===== src/rtl/exp_pos_eval.sv =====
// rtl/exp_pos_eval.sv - registered SOP/POS evaluation of a 4-input function with agreement flag and index coverage
module exp_pos_eval #(
    parameter logic [15:0] FUNC_TT = 16'h0727
) (
    input  logic        clk,
    input  logic        rst,
    input  logic        en,
    input  logic        a,
    input  logic        b,
    input  logic        c,
    input  logic        d,
    output logic        f_e,
    output logic        f_p,
    output logic        mismatch,
    output logic [15:0] seen,
    output logic        sweep_done
);

    logic [3:0]  idx;
    logic [15:0] minterm;
    logic [15:0] maxterm;
    logic        sop;
    logic        pos;
    logic [15:0] onehot;
    logic [15:0] seen_next;

    assign idx = {a, b, c, d};

    // Each term is built from literals of a..d so the two forms stay
    // structurally independent of each other and of a table lookup.
    for (genvar i = 0; i < 16; i++) begin : g_terms
        localparam logic [3:0] IV = 4'(i);
        assign minterm[i] = (IV[3] ? a : ~a) & (IV[2] ? b : ~b)
                          & (IV[1] ? c : ~c) & (IV[0] ? d : ~d);
        assign maxterm[i] = (IV[3] ? ~a : a) | (IV[2] ? ~b : b)
                          | (IV[1] ? ~c : c) | (IV[0] ? ~d : d);
    end

    // Unselected minterms are masked to 0, unselected maxterms forced to 1,
    // which also yields the constant-0 SOP / constant-1 POS corner cases.
    assign sop = |(minterm & FUNC_TT);
    assign pos = &(maxterm | FUNC_TT);

    assign onehot    = 16'd1 << idx;
    assign seen_next = seen | onehot;

    always_ff @(posedge clk) begin
        if (rst) begin
            f_e        <= 1'b0;
            f_p        <= 1'b0;
            mismatch   <= 1'b0;
            seen       <= 16'h0000;
            sweep_done <= 1'b0;
        end else if (en) begin
            f_e        <= sop;
            f_p        <= pos;
            mismatch   <= sop ^ pos;
            seen       <= seen_next;
            sweep_done <= &seen_next;
        end
    end

endmodule


===== config.mk =====
export PLATFORM = sky130hd
export DESIGN_NAME = exp_pos_eval
export DESIGN_NICKNAME = d
export VERILOG_FILES = /design/src/rtl/exp_pos_eval.sv
export SDC_FILE = /design/constraint.sdc
export NUM_CORES = 1
export LEC_CHECK = 0
export ABC_AREA = 1
export BUFFER_PORTS_ARGS = -buffer_cell sky130_fd_sc_hd__buf_2
export CAP_MARGIN = 20
export CORE_ASPECT_RATIO = 0.75
export CORE_UTILIZATION = 30
export CTS_CLUSTER_SIZE = 8
export DETAILED_ROUTE_END_ITERATION = 8
export GPL_TIMING_DRIVEN = 0
export HOLD_SLACK_MARGIN = 0.06
export PLACE_DENSITY = 0.53
export SETUP_SLACK_MARGIN = 0.02
export SLEW_MARGIN = 20
export SYNTH_ARGS = -nofsm -noshare
export SYNTH_HDL_FRONTEND = slang
export SYNTH_SLANG_ARGS = --single-unit

===== constraint.sdc =====
create_clock -name clk -period 1.5 [get_ports clk]
set_input_delay 0.3 -clock clk [delete_from_list [all_inputs] [get_ports clk]]
set_output_delay 0.3 -clock clk [all_outputs]
set_load 0.01 [all_outputs]

Word level (Yosys, flattened, before mapping)

Index checks and enable logic that the tools add are counted.

Register bits: 20
Output and inout port bits: 20
Word-level logic and storage cells: 49

Shift-type cells: 1
Bitwise operators: 40
Reduce and logical (&&, ||, !) cells: 3

Operators by type and width:

| operator               | count |
|---|---|
| $or A1 B1 Y1           | 19 |
| $or A16 B16 Y16        | 1 |
| $reduce_and A16 Y1     | 1 |
| $shl A1 B4 Y16 const A | 1 |
| $and A1 B1 Y1          | 15 |
| $reduce_and A9 Y1      | 1 |
| $reduce_or A7 Y1       | 1 |
| $not A1 Y1             | 4 |
| $xor A1 B1 Y1          | 1 |

Longest topological paths before layout

Gate-level depths: netlist (run 1).

Depth in word-level cells: 6
Mapped depth: 9
Depth with buffers taken out: 8

Worst setup path after synthesis (run 1)

Ideal clock, no wire load.

Path kind: in2reg
Start point: input port d
End point: register sweep_done
Arrival time: 1.022 ns
Data required time: 1.433 ns
Setup slack: 0.411 ns
Cell stages on the path: 8
Buffers on the path: 1
Cells stage by stage: buf_4 nor2_2 nand3_1 nand2_1 nand2_1 nor2_1 nand2_1 o21ai_2

Cells in the longest elaborated chain, start to end: 3

RTL lines:

| element              | RTL line | source |
|---|---|---|
| start, declared      | 11       | `input logic d,` |
| $shl A1 B4 Y16       | 44       | `assign onehot = 16'd1 << idx;` |
| $or A16 B16 Y16      | 45       | `assign seen_next = seen \| onehot;` |
| $reduce_and A16 Y1   | 59       | `sweep_done <= &seen_next;` |
| end signal, assigned | 59       |  |
| end, declared        | 16       | `output logic sweep_done` |

No other way between the ends.
A chain may end at the register's enable or synchronous reset.

Worst setup path after layout (run 1)

Start point: register seen[15]
End point: output port seen[15]

RTL lines:

| element                | RTL line | source |
|---|---|---|
| start, declared        | 15       | `output logic [15:0] seen,` |
| start signal, assigned | 58       | `seen <= seen_next;` |

No word-level cell between the ends.

==> results.sh, run 1 <==
export IMPL_status="completed"
export IMPL_top_usage_layer="met2"
export IMPL_cts_sinks=20
export IMPL_syn_inst=141
export IMPL_grt_pass1_vias=817
export IMPL_final_nets=177
export IMPL_cts_buffer_depth=2
export IMPL_num_antenna_cells=0
export IMPL_r2r_slack_ns=0.60
export IMPL_drv_slew=0
export IMPL_path_class="flop to output port"
export IMPL_holdCritPathClass="input port to flop"
export IMPL_intPower_w=0.000756
export IMPL_initial_core_util_pct=31.8
export IMPL_cts_resized=0
export IMPL_ys_ff_latch=20
export IMPL_cts_setup_buffers=0
export IMPL_ant_nets=0
export IMPL_cts_tree="yes"
export IMPL_grt_max_degree=11
export IMPL_yosysUniqueCellTypes=17
export IMPL_finalSetupTns_ns=0
export IMPL_p_switching_w=0.000254
export IMPL_numCtsBuffers=3
export IMPL_wire_per_inst_um=10.6
export IMPL_power_leakage_nw=0.561
export IMPL_syn_area_per_cell_um2=6.73
export IMPL_setup_viol=0
export IMPL_required_ns=1.20
export IMPL_routed_via_density=4.66
export IMPL_first_iter_violations=43
export IMPL_combPwrFrac_pct=11.1
export IMPL_die_w_um=66.9
export IMPL_grt_pass1_wl_um=3570
export IMPL_grt_overflow_total=0
export IMPL_dp_hpwl_um=1700
export IMPL_timing_rr_start="seen[13]"
export IMPL_hold_path_depth=2
export IMPL_cts_max_level=1
export IMPL_grt_total_usage_pct=14.4
export IMPL_syn_area_um2=948
export IMPL_syn2layout_area_growth_pct=22.0
export IMPL_relSlewSlack_pct=75.3
export IMPL_dpl_cell_count=203
export IMPL_numPortBuffers=24
export IMPL_cp_arrival_ns=0.76
export IMPL_hold_path_end="seen[1]"
export IMPL_fin_cells=206
export IMPL_antenna_found_initial=0
export IMPL_grtUsageMet1_pct=19.3
export IMPL_critPathLaunchType="flop"
export IMPL_synth_nets=148
export IMPL_p_seq_share_pct=54.1
export IMPL_routed_wl_um=2190
export IMPL_dieHeight_um=50.7
export IMPL_met3_usage_pct=5.45
export IMPL_dpl_cell_area_mm2=0.00112
export IMPL_fin_crit_ns=1.06
export IMPL_ys_seq_area_share_pct=42.2
export IMPL_ioPinCount=27
export IMPL_rr_endpoint="sweep_done"
export IMPL_end_kind="output port"
export IMPL_cpLargestDelayFamily="flip-flops"
export IMPL_gp_congestion=0.806
export IMPL_via_count=960
export IMPL_core_area_mm2=0.00298
export IMPL_synth_warnings=0
export IMPL_p_sw_share_pct=25.2
export IMPL_insertion_delay_ns=0.25
export IMPL_worstMarginPinSlew_ns=0.371
export IMPL_crit_buf_inv=1
export IMPL_firstDrtPassIters=4
export IMPL_multiInputGateArea_um2=435
export IMPL_crit_fanout=3
export IMPL_max_stage_delay_ns=0.37
export IMPL_cts_root_buffer="clkbuf_8"
export IMPL_hold_viol_final=0
export IMPL_n_fill_cell=350
export IMPL_ctsHoldBuffers=0
export IMPL_grt_util_met2_pct=21.7
export IMPL_hp_start="rst"
export IMPL_post_route_period_util_pct=70.9
export IMPL_timing_fmax_ghz=0.940
export IMPL_max_cap_violations=0
export IMPL_drc_errors=0
export IMPL_ir_drop_mv=0.409
export IMPL_fin_skew_ns=0.00252
export IMPL_stdcell_area_mm2=0.00116
export IMPL_clkPwrFrac_pct=34.9
export IMPL_path_cells="buf_2"
export IMPL_rsz0062_at_grt="no"
export IMPL_drive_above_1_share_pct=21.4
export IMPL_cpMaxStageDelayCell="dfxtp_1"
export IMPL_seqCellArea_um2=400
export IMPL_rows=17
export IMPL_fp_dieArea_mm2=0.00339
export IMPL_clk_pin_slew_ns=0.07
export IMPL_r2r_cells=6
export IMPL_power_per_cell_area_mw_per_mm2=873
## stage by stage
step / worst slack [ns] / utilization [%] / total power [W] / hold slack (ns)
final: 0.437 / 38.9 / 0.00101 / 0.260
after global routing: 0.304 / 38.9 / 0.00107 / 0.259
after CTS: 0.431 / 38.9 / 0.00102 / 0.260
after detailed placement: 0.169 / 37.5 / 0.000670 / 0.430
after global placement: 0.214 / 37.5 / 0.000669 / 0.427
after floorplan: 0.411 / - / 0.000631 / 0.378
## worst max-delay path by stage
stage              from         end  slack [ns]  depth (start not counted)
4_1_cts        seen[15]    seen[15]        0.43                          1
2_1_floorplan         d  sweep_done        0.41                          8
3_3_place_gp        rst    seen[13]        0.21                          5
3_5_place_dp        rst    seen[12]        0.17                          5
5_1_grt             rst    seen[13]        0.30                          5
6_report       seen[15]    seen[15]        0.44                          1
## Yosys cell counts, drive strengths merged
cell type | count | share of area [%]
nor2 | 14 | 7.7
clkbuf | 1 | 0.40
nand4 | 2 | 1.3
o2111ai | 1 | 0.92
nand3 | 7 | 3.7
nand2 | 38 | 15
a21oi | 14 | 7.4
a211oi | 2 | 1.6
buf | 3 | 2.0
dfxtp | 20 | 42
inv | 24 | 9.5
o21ai | 15 | 8.3
## routing by layer
| metal | wire, um | vias up | part of all wire [%] |
|---|---|---|---|
| met3 | 131 | 2 | 6.0 |
| met4 | 13 | 0 | 0.59 |
| met2 | 891 | 21 | 41 |
| met1 | 1150 | 440 | 53 |
| li1 | - | 497 | - |
| met5 | 0 | - | 0 |
## logic make-up after synthesis
| group | count (synthesis) | share of synthesized area [%] |
|---|---|---|
| AOI/OAI and AO/OA | 32 | 18.2 |
| DFF | 20 | 42.2 |
| buffers and inverters | 28 | 11.9 |
| and+or+nand+nor | 61 | 27.7 |
## sequential cells by signal, indices dropped and copies added, names as in the netlist
signal	flops
seen	16
f_e	1
f_p	1
mismatch	1
sweep_done	1
## layout make-up
type	instances	area share (%)
Timing Repair Buffer	24	10.4
Inverter	24	7.78
Multi-Input combinational cell	93	37.6
Sequential cell	20	34.6
Buffer	4	1.95
Clock buffer	3	3.57
Tap cell	38	4.11
## placed cells by master, fill, tap and decap left out, types with 3 or more instances in the layout
cell,netlist,routed
buf_2,0,24
a21oi_1,14,14
clkbuf_8,0,3
nand2_1,38,38
inv_1,22,22
o21ai_0,14,14
nand3_1,7,7
dfxtp_1,20,20
nor2_1,10,10
## power groups by stage
| stage | Clock [W] | Sequential (W) | Combinational [W] |
|---|---|---|---|
| final | 0.000352 | 0.000546 | 0.000112 |
| after global routing | 0.000398 | 0.000547 | 0.000127 |
| after CTS | 0.000365 | 0.000546 | 0.000112 |
| after detailed placement | 0 | 0.000559 | 0.000111 |
| after global placement | 0 | 0.000558 | 0.000111 |
| after floorplan | 0 | 0.000563 | 0.0000680 |
Power figures use the tool's default switching activity.
==> run 2, diff against run 1 <==
--- a/config.mk
+++ b/config.mk
@@ -5,7 +5,7 @@
 export SDC_FILE = /design/constraint.sdc
 export NUM_CORES = 1
 export LEC_CHECK = 0
-export ABC_AREA = 1
+export ABC_AREA = 0
 export BUFFER_PORTS_ARGS = -buffer_cell sky130_fd_sc_hd__buf_2
 export CAP_MARGIN = 20
 export CORE_ASPECT_RATIO = 0.75
==> constraint.sdc (replaced) <==
create_clock -name clk -period 1 [get_ports clk]
set_input_delay 0.2 -clock clk [delete_from_list [all_inputs] [get_ports clk]]
set_output_delay 0.2 -clock clk [all_outputs]
set_load 0.01 [all_outputs]
==> results.sh, run 2 <==
export IMPL_status="finished with violations"
export IMPL_violations="setup timing"
export IMPL_max_cap_violations=0
export IMPL_cp_arrival_ns=1.49
export IMPL_synth_edf_count=0
export IMPL_cts_buffer_depth=2
export IMPL_synth_most_common_cell="dfxtp_1"
export IMPL_power_per_cell_area_mw_per_mm2=1400
export IMPL_worstSetupStartpoint="b"
export IMPL_ant_nets=0
export IMPL_cts_sinks=20
export IMPL_via_count=839
export IMPL_yosysUniqueCellTypes=26
export IMPL_synth_top_area_share_pct=45.5
export IMPL_path_class="input port to flop"
export IMPL_rows=16
export IMPL_hold_viol_final=0
export IMPL_synth_area_leader_cell="dfxtp_1"
export IMPL_n_fill_cell=292
export IMPL_cts_tree="yes"
export IMPL_fin_crit_ns=1.30
export IMPL_ys_ff_latch=20
export IMPL_pre_cts_ws_ns=-0.688
export IMPL_final_cell_mix="buf_2, nor2_1, dfxtp_2, a31oi_1, a21o_1"
export IMPL_drc_errors=0
export IMPL_hp_start="en"
export IMPL_synthTopCellsByArea="dfxtp_1, a31oi_1, nor2_1, a21o_1, a32o_1"
export IMPL_power_leakage_nw=0.558
export IMPL_grt_max_degree=12
export IMPL_dieHeight_um=48.9
export IMPL_synth_warnings=0
export IMPL_firstDrtPassIters=4
export IMPL_timing_rr_start="seen[8]"
export IMPL_wire_per_inst_um=13.0
export IMPL_antenna_found_initial=0
export IMPL_finalWorstSetupSlack_ns=-0.297
export IMPL_worstMarginPinSlew_ns=0.475
export IMPL_drive_above_1_share_pct=43.4
export IMPL_first_iter_violations=93
export IMPL_gp_congestion=0.791
export IMPL_largest_reg_flops=16
export IMPL_syn_inst=100
export IMPL_synth_nets=107
export IMPL_final_nets=137
export IMPL_drv_slew=0
export IMPL_fin_util_pct=43.3
export IMPL_fp_dieArea_mm2=0.00315
export IMPL_stdcell_area_mm2=0.00117
export IMPL_grt_pass1_vias=768
export IMPL_regMostFlops="seen"
export IMPL_yosys_top_cells_count="dfxtp_1, nor2_1, a31oi_1"
export IMPL_fin_cells=165
export IMPL_async_flop_share_pct=0
export IMPL_whs_ns=0.290
export IMPL_dpl_cell_count=161
export IMPL_relSlewSlack_pct=68.3
export IMPL_fin_skew_ns=0.00179
export IMPL_routed_via_density=5.08
export IMPL_cts_max_level=1
export IMPL_ctsHoldBuffers=0
export IMPL_dp_hpwl_um=1490
export IMPL_die_w_um=64.5
export IMPL_critPathLaunchType="input port"
export IMPL_syn2layout_area_growth_pct=33.0
export IMPL_required_ns=1.19
export IMPL_grt_pass1_wl_um=3680
export IMPL_setup_viol=1
export IMPL_ioPinCount=27
export IMPL_crit_fanout=5
export IMPL_initial_core_util_pct=32.5
export IMPL_rsz0062_at_grt="yes"
export IMPL_dpl_cell_area_mm2=0.00105
export IMPL_synth_flop_cell="dfxtp_1"
export IMPL_numPortBuffers=25
export IMPL_post_route_period_util_pct=130
export IMPL_numCtsBuffers=3
export IMPL_num_antenna_cells=0
export IMPL_ir_drop_mv=0.664
export IMPL_timing_fmax_ghz=0.771
export IMPL_ys_seq_area_share_pct=45.5
export IMPL_syn_area_um2=880
export IMPL_holdCritPathClass="input port to flop"
export IMPL_routed_wl_um=2150
export IMPL_grt_overflow_total=0
export IMPL_grt_total_usage_pct=15.3
export IMPL_end_kind="flop"
export IMPL_final_common_cell="buf_2"
export IMPL_core_area_mm2=0.00270
export IMPL_syn_area_per_cell_um2=8.80
export IMPL_clk_pin_slew_ns=0.07
export IMPL_insertion_delay_ns=0.25
export IMPL_cts_root_buffer="clkbuf_8"
==> run 2: where the power goes <==
group | internal [W] | total [W] | switching, W
Sequential | 0.000818 | 0.000834 | 0.0000155
Clock | 0.000350 | 0.000608 | 0.000257
Combinational | 0.0000823 | 0.000196 | 0.000114
Total | 0.00125 | 0.00164 | 0.000387
==> run 2: logic make-up after synthesis <==
family          after synthesis  share of synthesized area, %
simple gates                 34                          20.8
flops                        20                          45.5
compound gates               36                          28.3
buf+inv                      10                          5.40
==> run 2: path summary, 6_finish.rpt <==
check / depth (start not counted) / slack, ns / end
setup / recovery: 7 / -0.30 / sweep_done
hold / removal: 3 / 0.29 / seen[4]
setup reg to reg: 4 / -0.29 / sweep_done
hold reg to reg: 1 / 0.46 / f_p
==> run 2: critical path: stages <==
cell	delay, ns
buf_6	0.10
and2b_1	0.19
buf_6	0.10
a21oi_2	0.04
or3b_1	0.34
or4_1	0.40
o21ai_1	0.12
==> run 2: cell type report <==
type	instances	area (um2)	share of cell area (%)
multi-input cells	70	439	37.5
flip-flops and latches	20	420	35.9
repair buffers	26	160	13.7
clock buffers	4	55.1	4.71
plain buffers	8	46.3	3.96
well taps	36	45.0	3.85
inverters	1	3.75	0.321
==> run 2: per-stage QoR <==
step | setup TNS (ns) | power [W]
floorplan | -0.429 | 0.000960
global placement | -3.06 | 0.00103
detailed placement | -3.61 | 0.00103
CTS | -0.306 | 0.00165
global route | -0.356 | 0.00172
finish | -0.297 | 0.00164
==> run 2: repair_timing <==
item / CTS / global route
setup buffers: 1 / 0
gates cloned: 0 / 0
resized for setup: 18 / 10
setup endpoints to repair: 13 / 19
==> run 2: layer usage <==
layer  vias to the layer above  global-route usage [%]  wire (um)
met5                         -                       0          0
met4                         0                    4.44         29
met3                         4                    5.14        116
met2                        25                    21.9        893
met1                       388                    21.4       1110
li1                        422                       -          -
==> run 3, diff against run 2 <==
--- a/config.mk
+++ b/config.mk
@@ -14,7 +14,7 @@
 export DETAILED_ROUTE_END_ITERATION = 8
 export GPL_TIMING_DRIVEN = 0
 export HOLD_SLACK_MARGIN = 0.06
-export PLACE_DENSITY = 0.53
+export PLACE_DENSITY = 0.58
 export SETUP_SLACK_MARGIN = 0.02
 export SLEW_MARGIN = 20
 export SYNTH_ARGS = -nofsm -noshare
==> results.sh, run 3 (synthesized netlist as in run 2, its figures left out) <==
export IMPL_status="finished with violations"
export IMPL_violations="setup timing"
export IMPL_power_per_cell_area_mw_per_mm2=1330
export IMPL_crit_fanout=5
export IMPL_path_common_cell="buf_6"
export IMPL_cpMaxStageDelayCell="or4_1"
export IMPL_rsz0062_at_grt="yes"
export IMPL_gp_congestion=0.818
export IMPL_ant_nets=0
export IMPL_via_count=868
export IMPL_initial_core_util_pct=32.5
export IMPL_grt_pass1_wl_um=3460
export IMPL_relSlewSlack_pct=68.0
export IMPL_drc_errors=0
export IMPL_final_nets=140
export IMPL_die_w_um=64.5
export IMPL_final_common_cell="buf_2"
export IMPL_final_cell_mix="buf_2, nor2_1, dfxtp_2, a31oi_1, a21o_1"
export IMPL_holdCritPathClass="input port to flop"
export IMPL_path_cells="buf_6 > and2b_1 > buf_6 > a21oi_2 > or3b_1 > or4_1 > o21ai_1"
export IMPL_cts_root_buffer="clkbuf_8"
export IMPL_max_stage_delay_ns=0.40
export IMPL_numPortBuffers=25
export IMPL_power_leakage_nw=0.563
export IMPL_numCtsBuffers=3
export IMPL_worstMarginPinSlew_ns=0.479
export IMPL_pre_cts_ws_ns=-0.672
export IMPL_fp_dieArea_mm2=0.00315
export IMPL_finalWorstSetupSlack_ns=-0.295
export IMPL_finalSetupTns_ns=-0.295
export IMPL_drive_above_1_share_pct=42.7
export IMPL_rr_endpoint="sweep_done"
export IMPL_cts_max_level=1
export IMPL_antenna_found_initial=0
export IMPL_hold_path_depth=3
export IMPL_hold_path_end="seen[4]"
export IMPL_ir_drop_mv=0.828
export IMPL_rows=16
export IMPL_timing_fmax_ghz=0.772
export IMPL_setup_viol=1
export IMPL_post_route_period_util_pct=130
export IMPL_firstDrtPassIters=4
export IMPL_end_kind="flop"
export IMPL_num_antenna_cells=0
export IMPL_grt_pass1_vias=767
export IMPL_required_ns=1.19
export IMPL_max_cap_violations=0
export IMPL_regMostFlops="seen"
export IMPL_p_total_w=0.00154
export IMPL_cts_sinks=20
export IMPL_hold_viol_final=0
export IMPL_crit_buf_inv=2
export IMPL_r2r_cells=4
export IMPL_cp_arrival_ns=1.49
export IMPL_critPathLaunchType="input port"
export IMPL_clk_pin_slew_ns=0.06
export IMPL_insertion_delay_ns=0.26
export IMPL_cpLargestDelayFamily="simple AND/OR/NAND/NOR gates"
export IMPL_hp_start="en"
export IMPL_routed_wl_um=2190
export IMPL_first_iter_violations=61
export IMPL_path_class="input port to flop"
export IMPL_grt_total_usage_pct=14.5
export IMPL_largest_reg_flops=16
export IMPL_cts_tree="yes"
export IMPL_grt_max_degree=11
export IMPL_dieHeight_um=48.9
export IMPL_syn2layout_area_growth_pct=32.0
export IMPL_routed_via_density=5.20
export IMPL_core_area_mm2=0.00270
export IMPL_fin_crit_ns=1.30
export IMPL_grt_overflow_total=0
export IMPL_ioPinCount=27
export IMPL_worstSetupStartpoint="b"
export IMPL_dp_hpwl_um=1520
export IMPL_cts_buffer_depth=2
export IMPL_fin_skew_ns=0.00193
export IMPL_wire_per_inst_um=13.1
export IMPL_r2r_slack_ns=-0.29
export IMPL_timing_rr_start="seen[8]"
export IMPL_whs_ns=0.292
export IMPL_drv_slew=0
[run 3: cell types whose count changed in the layout (fill, tap and decap cells not counted), sizes merged]
cell and change:
clkbuf -1, buf +3
[run 3: metrics by stage]
stage	cell area [um2]	utilization, %	std cells
after floorplan	880	-	100
after global placement	1050	38.8	161
after detailed placement	1050	38.8	161
after CTS	1120	41.3	164
after global routing	1160	43.0	167
final	1160	43.0	167
[run 3: repair_timing]
item                                    in CTS  in global routing
hold buffers                                 0                  0
endpoints found under the setup margin       8                 21
resized for setup                           13                 10
hold endpoints to repair                     0                  0
setup buffers                                1                  3
[run 3: cell type report]
cell class,instances,area (um2)
buffer,8,46.3
clock buffer,3,41.3
fill,290,1540
inverter,1,3.75
multi-input combinational,70,438
sequential,20,419
tap,36,45.0
timing repair buffer,29,168
[run 3: how the worst max path moves through the flow]
stage	endpoint	depth (start not counted)
5_1_grt	sweep_done	4
3_5_place_dp	sweep_done	6
4_1_cts	sweep_done	4
2_1_floorplan	sweep_done	6
6_report	sweep_done	7
3_3_place_gp	sweep_done	6
[run 3: power breakdown]
group          leakage [nW]  internal [W]  switching [W]
logic                 0.372     0.0000860       0.000116
registers             0.169      0.000819      0.0000151
clock network        0.0216      0.000268       0.000240
total                 0.563       0.00117       0.000371
[run 3: layer usage]
metal,track usage (%),routed length [um],share of wire (%),up-vias
met5,0,0,0,-
met1,19.2,1070,49,403
met3,4.91,162,7.4,4
met4,4.44,22,1.0,0
met2,21.9,942,43,33
li1,-,-,-,428
[run 3: worst reg2reg max path: stages (launching register included)]
cell	delay (ns)
dfxtp_2	0.34
a21oi_2	0.03
or3b_1	0.33
or4_1	0.40
o21ai_1	0.12
